### src/rtl/io_sequencer_pkg.sv
// io_sequencer_pkg
// Shared definitions for the I/O transaction sequencer: FSM state
// encodings, the I/O instruction opcode and the io-block control levels.
package io_sequencer_pkg;

    typedef enum logic [2:0] {
        S_IDLE        = 3'd0,
        S_ADDR_SETUP  = 3'd1,
        S_ADDR_STROBE = 3'd2,
        S_ADDR_HOLD   = 3'd3,
        S_DATA_SETUP  = 3'd4,
        S_DATA_STROBE = 3'd5,
        S_DATA_HOLD   = 3'd6,
        S_DONE        = 3'd7
    } state_t;

    localparam logic [3:0] IO_INSTR = 4'b0111;

    // IO_input_output levels
    localparam logic IO_IN  = 1'b0;
    localparam logic IO_OUT = 1'b1;

    // IO_data_address levels
    localparam logic IO_DATA = 1'b0;
    localparam logic IO_ADDR = 1'b1;

    function automatic logic is_strobe_state(input state_t s);
        return (s == S_ADDR_STROBE) || (s == S_DATA_STROBE);
    endfunction

endpackage

### src/rtl/io_sequencer_strobe_timer.sv
// io_strobe_timer
// Loadable, saturating up-counter shared by both strobe states.
// The count is the number of strobe cycles already completed, so the
// flags describe the cycle currently in progress:
//   min_met - this cycle is at least the STROBE_CYCLES-th strobe cycle
//   expired - this cycle is the TIMEOUT-th strobe cycle (or later)
// Ports:
//   clk, rst_n  - clock, synchronous active-low reset
//   load        - clear the count (held while outside a strobe state)
//   en          - advance the count by one, saturating at TIMEOUT
//   min_met     - minimum strobe width reached
//   expired     - timeout reached
module io_strobe_timer #(
    parameter int STROBE_CYCLES = 2,
    parameter int TIMEOUT       = 15
) (
    input  logic clk,
    input  logic rst_n,
    input  logic load,
    input  logic en,
    output logic min_met,
    output logic expired
);

    localparam int CW = $clog2(TIMEOUT + 1);

    logic [CW-1:0] cnt;

    always_ff @(posedge clk) begin
        if (!rst_n) begin
            cnt <= '0;
        end else if (load) begin
            cnt <= '0;
        end else if (en && (cnt != CW'(TIMEOUT))) begin
            cnt <= cnt + 1'b1;
        end
    end

    assign min_met = (cnt >= CW'(STROBE_CYCLES - 1));
    assign expired = (cnt >= CW'(TIMEOUT - 1));

endmodule

### src/rtl/io_sequencer.sv
// io_sequencer
// Runs one complete two-phase transaction on the io block per start:
// an address phase (always output) followed by a data phase (input or
// output), each built from setup / strobe / hold windows. Reports read
// data and timeout status with a one-cycle done pulse.
//
// state         | meaning
// --------------+----------------------------------------------------
// S_IDLE        | waiting for start, busy=0
// S_ADDR_SETUP  | address and controls driven, strobes low (1 cycle)
// S_ADDR_STROBE | IO_clk_s high for STROBE_CYCLES, no ack needed
// S_ADDR_HOLD   | strobes low, address held (1 cycle)
// S_DATA_SETUP  | data controls / write data driven (1 cycle)
// S_DATA_STROBE | IO_clk_e (in) or IO_clk_s (out) until ack or timeout
// S_DATA_HOLD   | strobes low, data controls held (1 cycle)
// S_DONE        | done pulse, still busy (1 cycle)
//
// Ports:
//   clk, rst_n                     - clock, synchronous active-low reset
//   start, dir, port_addr, wr_data - transaction request from control unit
//   cpu_in, periph_ack             - data and acknowledge from io block
//   IO_data_address, IO_input_output, IO_clk_e, IO_clk_s, cpu_out
//                                  - io block controls and bus
//   rd_data, busy, done, err       - result and status to control unit
module io_sequencer
    import io_sequencer_pkg::*;
#(
    parameter int STROBE_CYCLES = 2,
    parameter int TIMEOUT       = 15
) (
    input  logic       clk,
    input  logic       rst_n,
    input  logic       start,
    input  logic       dir,
    input  logic [7:0] port_addr,
    input  logic [7:0] wr_data,
    input  logic [7:0] cpu_in,
    input  logic       periph_ack,
    output logic       IO_data_address,
    output logic       IO_input_output,
    output logic       IO_clk_e,
    output logic       IO_clk_s,
    output logic [7:0] cpu_out,
    output logic [7:0] rd_data,
    output logic       busy,
    output logic       done,
    output logic       err
);

    state_t     state;
    logic       dir_q;
    logic [7:0] wdata_q;
    logic       min_met;
    logic       expired;
    logic       in_strobe;

    // Counter is held clear in every non-strobe state, so it starts
    // from zero on the entry edge of each strobe state.
    assign in_strobe = is_strobe_state(state);

    io_strobe_timer #(
        .STROBE_CYCLES (STROBE_CYCLES),
        .TIMEOUT       (TIMEOUT)
    ) u_timer (
        .clk     (clk),
        .rst_n   (rst_n),
        .load    (!in_strobe),
        .en      (in_strobe),
        .min_met (min_met),
        .expired (expired)
    );

    always_ff @(posedge clk) begin
        if (!rst_n) begin
            state           <= S_IDLE;
            dir_q           <= IO_IN;
            wdata_q         <= 8'h00;
            IO_data_address <= 1'b0;
            IO_input_output <= 1'b0;
            IO_clk_e        <= 1'b0;
            IO_clk_s        <= 1'b0;
            cpu_out         <= 8'h00;
            rd_data         <= 8'h00;
            busy            <= 1'b0;
            done            <= 1'b0;
            err             <= 1'b0;
        end else begin
            done <= 1'b0;
            case (state)
                S_IDLE: begin
                    if (start) begin
                        dir_q           <= dir;
                        wdata_q         <= wr_data;
                        err             <= 1'b0;
                        rd_data         <= 8'h00;
                        busy            <= 1'b1;
                        IO_data_address <= IO_ADDR;
                        IO_input_output <= IO_OUT;
                        cpu_out         <= port_addr;
                        state           <= S_ADDR_SETUP;
                    end
                end
                S_ADDR_SETUP: begin
                    IO_clk_s <= 1'b1;
                    state    <= S_ADDR_STROBE;
                end
                S_ADDR_STROBE: begin
                    if (min_met) begin
                        IO_clk_s <= 1'b0;
                        state    <= S_ADDR_HOLD;
                    end
                end
                S_ADDR_HOLD: begin
                    IO_data_address <= IO_DATA;
                    IO_input_output <= dir_q;
                    cpu_out         <= (dir_q == IO_OUT) ? wdata_q : 8'h00;
                    state           <= S_DATA_SETUP;
                end
                S_DATA_SETUP: begin
                    if (dir_q == IO_OUT) begin
                        IO_clk_s <= 1'b1;
                    end else begin
                        IO_clk_e <= 1'b1;
                    end
                    state <= S_DATA_STROBE;
                end
                S_DATA_STROBE: begin
                    // A late ack landing in the final allowed cycle still
                    // completes normally rather than timing out.
                    if (min_met && periph_ack) begin
                        IO_clk_e <= 1'b0;
                        IO_clk_s <= 1'b0;
                        rd_data  <= cpu_in;
                        state    <= S_DATA_HOLD;
                    end else if (expired) begin
                        IO_clk_e <= 1'b0;
                        IO_clk_s <= 1'b0;
                        rd_data  <= 8'h00;
                        err      <= 1'b1;
                        state    <= S_DATA_HOLD;
                    end
                end
                S_DATA_HOLD: begin
                    done  <= 1'b1;
                    state <= S_DONE;
                end
                S_DONE: begin
                    // Bus controls return to rest; strobes are already low.
                    busy            <= 1'b0;
                    IO_data_address <= 1'b0;
                    IO_input_output <= 1'b0;
                    cpu_out         <= 8'h00;
                    state           <= S_IDLE;
                end
                default: begin
                    state <= S_IDLE;
                end
            endcase
        end
    end

endmodule
### config.mk
export PLATFORM = sky130hd
export DESIGN_NAME = io_sequencer
export DESIGN_NICKNAME = d
export VERILOG_FILES = /design/src/rtl/io_sequencer_pkg.sv /design/src/rtl/io_sequencer_strobe_timer.sv /design/src/rtl/io_sequencer.sv
export SDC_FILE = /design/constraint.sdc
export NUM_CORES = 1
export LEC_CHECK = 0
export BUFFER_PORTS_ARGS = -buffer_cell sky130_fd_sc_hd__buf_4
export CELL_PAD_IN_SITES_DETAIL_PLACEMENT = 1
export CELL_PAD_IN_SITES_GLOBAL_PLACEMENT = 2
export CORE_ASPECT_RATIO = 0.8
export CORE_MARGIN = 2
export CORE_UTILIZATION = 32
export DETAILED_ROUTE_END_ITERATION = 16
export PLACE_DENSITY = 0.83
export SYNTH_ARGS = -nofsm -noshare
export SYNTH_HDL_FRONTEND = slang
export SYNTH_SLANG_ARGS = --single-unit
### constraint.sdc
create_clock -name clk -period 4.3 [get_ports clk]
set_input_delay 0.43 -clock clk [delete_from_list [all_inputs] [get_ports clk]]
set_output_delay 0.43 -clock clk [all_outputs]
set_load 0.01 [all_outputs]
==> flow_summary.yaml, run 1 <==
run_status:
  outcome: "finished clean"
timing:
  period_share_pct: 42.5
  grt_setup_unrepaired: "no"
  finalSetupViolCount: 0
  final.hold.worst_slack_ns: 0.359
  maxSlewHeadroom_pct: 30.5
  fin_setup_tns_ns: 0
  post-route-min-period_ns: 1.83
  final_hold_viol_count: 0
  worst_margin_pin_slew_ns: 1.04
  fmaxAchievable_mhz: 547
  slew_viol_final: 0
  final.setup_skew_ns: 0.00654
setup_path:
  worst-setup-path-type: "register to register"
  timing.critical_path.to_type: "register"
  required_ns: 4.48
  critical_path.startpoint_type: "register"
  critPathMaxFanout: 8
  timing.critical_path.arrival_ns: 2.00
synth:
  number_of_flops_mapped_to_enable_cells_by_yosys: 0
  net_count_after_synthesis: 210
  syn-instance-count: 177
  synth_flop_cell: "sky130_fd_sc_hd__dfxtp_1"
  synth_top_cells_by_area: "sky130_fd_sc_hd__dfxtp_1, sky130_fd_sc_hd__nand2_1, sky130_fd_sc_hd__a21boi_0"
  synth.yosys.seq_area_share_pct: 46.3
  yosys_warnings: 0
  synthesis.area_um2: 1690
  synth_area_per_cell_um2: 9.52
  synth.largest_area_cell: "sky130_fd_sc_hd__dfxtp_1"
  flops_latches_synth: 39
  synth-async-reset-ratio_pct: 0
  yosys.cell_types.count: 41
  post-synth-top-area-fraction_pct: 46.3
clock_network:
  clock_sinks: 39
  tritoncts: "yes"
  clkLatencyLatePin_ns: 0.28
  postCtsResizedCells: 0
  cts_buffers: 5
  cts_hold_buffers: 0
  cts.root.buffer_cell: "sky130_fd_sc_hd__clkbuf_8"
  clkTransAtPathRegs_ns: 0.07
  cts.repair_timing.setup_buffer_count: 0
  htree_levels: 2
  cts_buffer_depth: 2
power:
  power.combinational.fraction_pct: 17.5
  total_leakage_power_uw: 0.000906
  irDropWorstVdd_mv: 0.158
  power.clock.fraction_pct: 31.1
  power.switching_fraction_pct: 27.3
  power_per_cell_area_nw_per_um2: 370
  sequentialPowerShare_pct: 51.4
  total_switching_power_uw: 219
  p_int_uw: 585
finish:
  fin_util_pct: 43.1
  finish.net_count: 258
  insertedDiodeCount: 0
  fill_cells: 592
  flow.area_growth_from_synthesis_pct: 28.8
  final_layout_size_suffix_gt1_share_pct: 29.8
placed_design:
  hpwl_mm: 3.03
  finalWeightedCongestion: 0.748
  port_buffers: 51
global_route:
  maximum_number_of_pins_on_one_net_before_global_route_repair: 32
  grt_antenna_before_repair: 0
  globalRouteTotalUtil_pct: 14.6
  grt_pass1_wl_mm: 6.51
  global_route.overflow_total: 0
  grt_pass1_vias: 1319
die:
  die-width_um: 85.1
  core_region_area_um2: 5040
  vertical_die_dimension_um: 68.9
  die_ar_um2: 5870
  initial_util_pct: 33.5
  placement_rows: 23
  ios: 52
detailed_routing:
  antenna_violation_net_count_after_detailed_routing: 0
  drcViolationCount: 0
  1st_pass_router_iterations: 4
  routedWlPerCell_um: 14.7
  detailedRoute.firstIterationViolations: 42
  finalWirelength_mm: 4.21
  vias: 1424
  route.detailed.vias_per_inst: 4.96
flow_run:
  max_cap_viol_count: 0
worst_hold_path:
  timing.hold.worst.class: "primary input to register"
[Yosys cell counts, types with 2 or more instances]
cell	count
sky130_fd_sc_hd__a21boi_0	11
sky130_fd_sc_hd__a21oi_1	13
sky130_fd_sc_hd__a22o_1	8
sky130_fd_sc_hd__a22oi_1	9
sky130_fd_sc_hd__buf_2	2
sky130_fd_sc_hd__buf_4	2
sky130_fd_sc_hd__buf_6	2
sky130_fd_sc_hd__clkbuf_1	4
sky130_fd_sc_hd__dfxtp_1	39
sky130_fd_sc_hd__ha_1	4
sky130_fd_sc_hd__inv_1	3
sky130_fd_sc_hd__nand2_1	24
sky130_fd_sc_hd__nand2b_1	2
sky130_fd_sc_hd__nand3_1	4
sky130_fd_sc_hd__nand3b_1	2
sky130_fd_sc_hd__nor2_1	9
sky130_fd_sc_hd__nor2b_1	3
sky130_fd_sc_hd__nor3_1	2
sky130_fd_sc_hd__nor3b_1	2
sky130_fd_sc_hd__o211ai_1	2
sky130_fd_sc_hd__o21a_1	2
sky130_fd_sc_hd__o21ai_0	7
sky130_fd_sc_hd__o21ai_1	2
sky130_fd_sc_hd__xnor2_1	2
[routing by layer]
metal  track usage (%)  wire [um]  vias up
met5                 0          0        -
li1                  -          -      718
met1              20.3       2180      674
met2              21.3       1810       30
met3              5.12        181        2
met4              4.17         29        0
[flip-flops by register name (all words and copies together), names as in the netlist]
register	count
IO_input_output	1
cpu_out	8
dir_q	1
wdata_q	8
state	3
rd_data	8
done	1
err	1
IO_clk_e	1
IO_data_address	1
u_timer.cnt	4
IO_clk_s	1
busy	1
[cell usage in the layout (no fill, tap or decap), types with 2 or more instances in the layout]
cell	synthesis	layout
sky130_fd_sc_hd__nand2b_1	2	2
sky130_fd_sc_hd__dfxtp_1	39	39
sky130_fd_sc_hd__a22o_1	8	8
sky130_fd_sc_hd__nor2b_1	3	3
sky130_fd_sc_hd__o21a_1	2	2
sky130_fd_sc_hd__inv_1	3	3
sky130_fd_sc_hd__xnor2_1	2	2
sky130_fd_sc_hd__nand3b_1	2	2
sky130_fd_sc_hd__nor3b_1	2	2
sky130_fd_sc_hd__a22oi_1	9	9
sky130_fd_sc_hd__buf_4	2	51
sky130_fd_sc_hd__nand2_1	24	24
sky130_fd_sc_hd__ha_1	4	4
sky130_fd_sc_hd__nand3_1	4	4
sky130_fd_sc_hd__o21ai_1	2	2
sky130_fd_sc_hd__nor2_1	9	9
sky130_fd_sc_hd__nor3_1	2	2
sky130_fd_sc_hd__o211ai_1	2	2
sky130_fd_sc_hd__a21boi_0	11	11
sky130_fd_sc_hd__clkbuf_8	0	6
sky130_fd_sc_hd__o21ai_0	7	7
sky130_fd_sc_hd__a21oi_1	13	13
[per-stage QoR]
stage / cells / total power [uW] / setup slack [ns] / area, um^2
6_report: 287 / 804 / 2.47 / 2170
5_1_grt: 287 / 851 / 2.16 / 2170
4_1_cts: 287 / 817 / 2.47 / 2170
3_5_place_dp: 280 / 564 / 2.49 / 2080
3_3_place_gp: 280 / 563 / 2.45 / 2080
2_1_floorplan: 177 / 506 / 2.72 / 1690
[worst paths after layout]
| kind | start | endpoint | slack, ns | cells after the start |
|---|---|---|---|---|
| setup / recovery | u_timer.cnt[1] | rd_data[0] | 2.47 | 6 |
| hold / removal | cpu_in[3] | rd_data[3] | 0.36 | 2 |
| setup reg to reg | u_timer.cnt[1] | rd_data[0] | 2.47 | 6 |
| hold reg to reg | rd_data[1] | rd_data[1] | 0.48 | 1 |
[critical path, stage by stage (launching register included)]
cell and delay (ns):
sky130_fd_sc_hd__dfxtp_1 0.45, sky130_fd_sc_hd__inv_1 0.10, sky130_fd_sc_hd__ha_1 0.22, sky130_fd_sc_hd__nor4b_4 0.36, sky130_fd_sc_hd__or2b_1 0.24, sky130_fd_sc_hd__nor2_2 0.11, sky130_fd_sc_hd__a22o_1 0.24
[kinds of logic after synthesis]
| family | Yosys count | synth area share [%] |
|---|---|---|
| mux | 1 | 0.594 |
| buf+inv | 13 | 4.38 |
| fa+ha+maj | 4 | 2.97 |
| simple gates | 58 | 19.4 |
| compound gates | 60 | 25.3 |
| flops | 39 | 46.3 |
| xor+xnor | 2 | 1.04 |
[cell type report]
class	count	area, um^2	share of cell area, %
Multi-Input combinational cell	125	831	38.3
Clock inverter	1	5.00	0.231
Tap cell	62	77.6	3.57
Sequential cell	39	781	36.0
Timing Repair Buffer	51	383	17.6
Inverter	3	11.3	0.519
Clock buffer	6	82.6	3.80
[power by group through the flow]
stage	Clock (uW)	Sequential [uW]	Combinational [uW]
after floorplan	0	418	88.0
after global placement	0	421	141
after detailed placement	0	422	142
after CTS	261	413	143
after global routing	277	417	156
final	250	413	140
Power figures use the tool's default switching activity.
==> run 2, diff against run 1 <==
--- a/config.mk
+++ b/config.mk
@@ -5,14 +5,15 @@
 export SDC_FILE = /design/constraint.sdc
 export NUM_CORES = 1
 export LEC_CHECK = 0
+export ABC_AREA = 1
 export BUFFER_PORTS_ARGS = -buffer_cell sky130_fd_sc_hd__buf_4
 export CELL_PAD_IN_SITES_DETAIL_PLACEMENT = 1
 export CELL_PAD_IN_SITES_GLOBAL_PLACEMENT = 2
 export CORE_ASPECT_RATIO = 0.8
 export CORE_MARGIN = 2
-export CORE_UTILIZATION = 32
+export CORE_UTILIZATION = 25
 export DETAILED_ROUTE_END_ITERATION = 16
-export PLACE_DENSITY = 0.83
+export PLACE_DENSITY = 0.73
 export SYNTH_ARGS = -nofsm -noshare
 export SYNTH_HDL_FRONTEND = slang
 export SYNTH_SLANG_ARGS = --single-unit
==> constraint.sdc (replaced) <==
create_clock -name clk -period 1.55 [get_ports clk]
set_input_delay 0.155 -clock clk [delete_from_list [all_inputs] [get_ports clk]]
set_output_delay 0.155 -clock clk [all_outputs]
set_load 0.01 [all_outputs]
==> run 2 against run 1 <==
Worst setup slack got worse by 2.3 ns. Register-to-register slack worse by 2.3 ns. Via count up 14%. Design area grew 8.5%. Maximum frequency increased by 30%. Sequential share of layout area shrank 2.8 points. Clock power rose to 2.7 times the previous value. Non-clock buffer count grew 7. Sequential power grew to 3.4 times the previous value.
==> flow_summary.yaml, run 2 <==
run_status:
  outcome: "finished clean"
synth:
  syn-instance-count: 221
  net_count_after_synthesis: 254
  synth_area_per_cell_um2: 7.91
  synth_top_cells_by_area: "sky130_fd_sc_hd__dfxtp_1, sky130_fd_sc_hd__nand2_1, sky130_fd_sc_hd__a21oi_1"
  synth-async-reset-ratio_pct: 0
  synthesis.area_um2: 1750
  post-synth-top-area-fraction_pct: 44.6
  yosysMostFrequentCell: "sky130_fd_sc_hd__nand2_1"
  number_of_flops_mapped_to_enable_cells_by_yosys: 0
  flops_latches_synth: 39
  synth.largest_area_cell: "sky130_fd_sc_hd__dfxtp_1"
  yosys_warnings: 0
  yosys-top-cells-count: "sky130_fd_sc_hd__nand2_1, sky130_fd_sc_hd__dfxtp_1, sky130_fd_sc_hd__a21oi_1"
  synth.yosys.seq_area_share_pct: 44.6
  synth_flop_cell: "sky130_fd_sc_hd__dfxtp_1"
  yosys.cell_types.count: 25
die:
  die-width_um: 97.5
  vertical_die_dimension_um: 78.8
  placement_rows: 27
  die_ar_um2: 7690
  ios: 52
  core_region_area_um2: 6820
  initial_util_pct: 25.6
placed_design:
  hpwl_mm: 3.48
  placed_area_um2: 2250
  port_buffers: 51
  finalWeightedCongestion: 0.735
  place.detailed.instances: 359
detailed_routing:
  antenna_violation_net_count_after_detailed_routing: 0
  detailedRoute.firstIterationViolations: 53
  vias: 1621
  route.detailed.vias_per_inst: 4.43
  finalWirelength_mm: 4.73
  drcViolationCount: 0
  routedWlPerCell_um: 12.9
  1st_pass_router_iterations: 4
setup_path:
  critPathLaunch: "u_timer.cnt[0]"
  crit_cells: 11
  crit_end: "IO_clk_s"
  regToRegSetupSlack_ns: 0.14
  critPathMaxFanout: 8
  path_cells: "inv_2 -> ha_1 -> inv_1 -> nor2_2 -> nand2_1 -> nand2_2 -> nand2_4 -> nand2_1 -> nor2_1 -> nor2_1 -> nor2_1"
  worstRegToRegCells: 11
  critical_path.most_common_cell: "sky130_fd_sc_hd__nor2_1"
  worst_path_largest_cell_delay_ns: 0.37
  critical_path.startpoint_type: "register"
  rr_startpoint: "u_timer.cnt[0]"
  timing.critical_path.max_delay_family: "simple AND/OR/NAND/NOR gates"
  path_buf_inv: 2
  worst-setup-path-type: "register to register"
  regToRegEndpoint: "IO_clk_s"
  timing.critical_path.to_type: "register"
  worst_path_max_delay_cell: "sky130_fd_sc_hd__dfxtp_2"
  timing.critical_path.arrival_ns: 1.64
  required_ns: 1.78
global_route:
  globalRouteTotalUtil_pct: 12.6
  grt_pass1_vias: 1633
  maximum_number_of_pins_on_one_net_before_global_route_repair: 21
  grt_pass1_wl_mm: 7.85
  grt_antenna_before_repair: 0
  global_route.overflow_total: 0
finish:
  final_cell_mix: "sky130_fd_sc_hd__buf_4, sky130_fd_sc_hd__nand2_1, sky130_fd_sc_hd__dfxtp_1, sky130_fd_sc_hd__a21oi_1, sky130_fd_sc_hd__o21ai_0"
  largest_registers: "cpu_out (8), rd_data (8), wdata_q (8)"
  flow.area_growth_from_synthesis_pct: 34.6
  final_cells: 366
  final_common_cell: "sky130_fd_sc_hd__buf_4"
  insertedDiodeCount: 0
  final_layout_size_suffix_gt1_share_pct: 33.0
  fin_util_pct: 34.5
  fin_area_um2: 2350
  finish.net_count: 312
power:
  sequentialPowerShare_pct: 40.9
  p_int_uw: 2100
  power.clock.fraction_pct: 19.6
  irDropWorstVdd_mv: 0.489
  power.switching_fraction_pct: 39.1
  total_leakage_power_uw: 0.000995
  total_switching_power_uw: 1350
  power.total_uw: 3450
  power.combinational.fraction_pct: 39.5
  power_per_cell_area_nw_per_um2: 1460
timing:
  slew_viol_final: 0
  finalSetupViolCount: 0
  worst_margin_pin_slew_ns: 0.309
  fmaxAchievable_mhz: 711
  final_hold_viol_count: 0
  maxSlewHeadroom_pct: 79.4
  period_share_pct: 90.8
  post-route-min-period_ns: 1.41
  final.setup_skew_ns: 0.00405
  final.hold.worst_slack_ns: 0.121
clock_network:
  cts.root.buffer_cell: "sky130_fd_sc_hd__clkbuf_8"
  cts.repair_timing.setup_buffer_count: 0
  cts_buffers: 5
  clkLatencyLatePin_ns: 0.29
  clock_sinks: 39
  cts_hold_buffers: 0
  cts_buffer_depth: 2
  htree_levels: 2
  clkTransAtPathRegs_ns: 0.08
  tritoncts: "yes"
worst_hold_path:
  timing.hold.worst.class: "primary input to register"
flow_run:
  max_cap_viol_count: 0
[run 2: through the flow]
| step | setup TNS [ns] | setup slack, ns |
|---|---|---|
| 6_report | 0 | 0.143 |
| 5_1_grt | -0.000355 | -0.000355 |
| 4_1_cts | 0 | 0.0652 |
| 3_5_place_dp | -0.170 | -0.0414 |
| 3_3_place_gp | 0 | 0.00752 |
| 2_1_floorplan | 0 | 0.200 |
[run 2: cell families after synthesis]
logic type / Yosys count / synth area share [%]
buf+inv: 27 / 6.80
simple gates: 86 / 24.2
fa+ha+maj: 4 / 2.86
flops: 39 / 44.6
compound gates: 64 / 21.0
xor+xnor: 1 / 0.501
[run 2: what timing repair did]
| action | in CTS | in global routing |
|---|---|---|
| setup endpoints to repair | 8 | 10 |
| gates resized for setup | 2 | 5 |
| pin swaps | 0 | 1 |
[run 2: worst min path at each step]
stage                    from    endpoint  slack (ns)  cells after the start
floorplan           cpu_in[0]  rd_data[0]        0.30                      2
global placement    cpu_in[0]  rd_data[0]        0.42                      3
detailed placement  cpu_in[1]  rd_data[1]        0.43                      3
CTS                 cpu_in[1]  rd_data[1]        0.11                      3
global route        cpu_in[1]  rd_data[1]        0.11                      3
finish              cpu_in[1]  rd_data[1]        0.12                      3
[run 2: power groups by stage]
stage	combinational [uW]	clock (uW)	sequential, uW
finish	1360	676	1410
global route	1550	746	1440
CTS	1350	705	1410
detailed placement	1330	0	1430
global placement	1330	0	1420
floorplan	832	0	1460
[run 2: worst min-delay path: stages]
cell	delay [ns]
sky130_fd_sc_hd__buf_4	0.11
sky130_fd_sc_hd__nand2_1	0.05
sky130_fd_sc_hd__a21oi_1	0.05
[run 2: layout make-up]
type,instances,area [um^2]
Tap cell,87,109
Timing Repair Buffer,58,435
Fill cell,857,4470
Clock inverter,2,13.8
Multi-Input combinational cell,155,871
Inverter,20,75.1
Sequential cell,39,782
Clock buffer,5,68.8
[run 2: per-layer routing]
metal | wire length (um) | vias to the layer above | GRT usage, % | share of wire (%)
li1 | - | 851 | - | -
met1 | 2550 | 742 | 18.6 | 54
met2 | 2000 | 26 | 18.7 | 42
met3 | 153 | 2 | 2.90 | 3.2
met4 | 33 | 0 | 2.92 | 0.70
met5 | 0 | - | 0 | 0
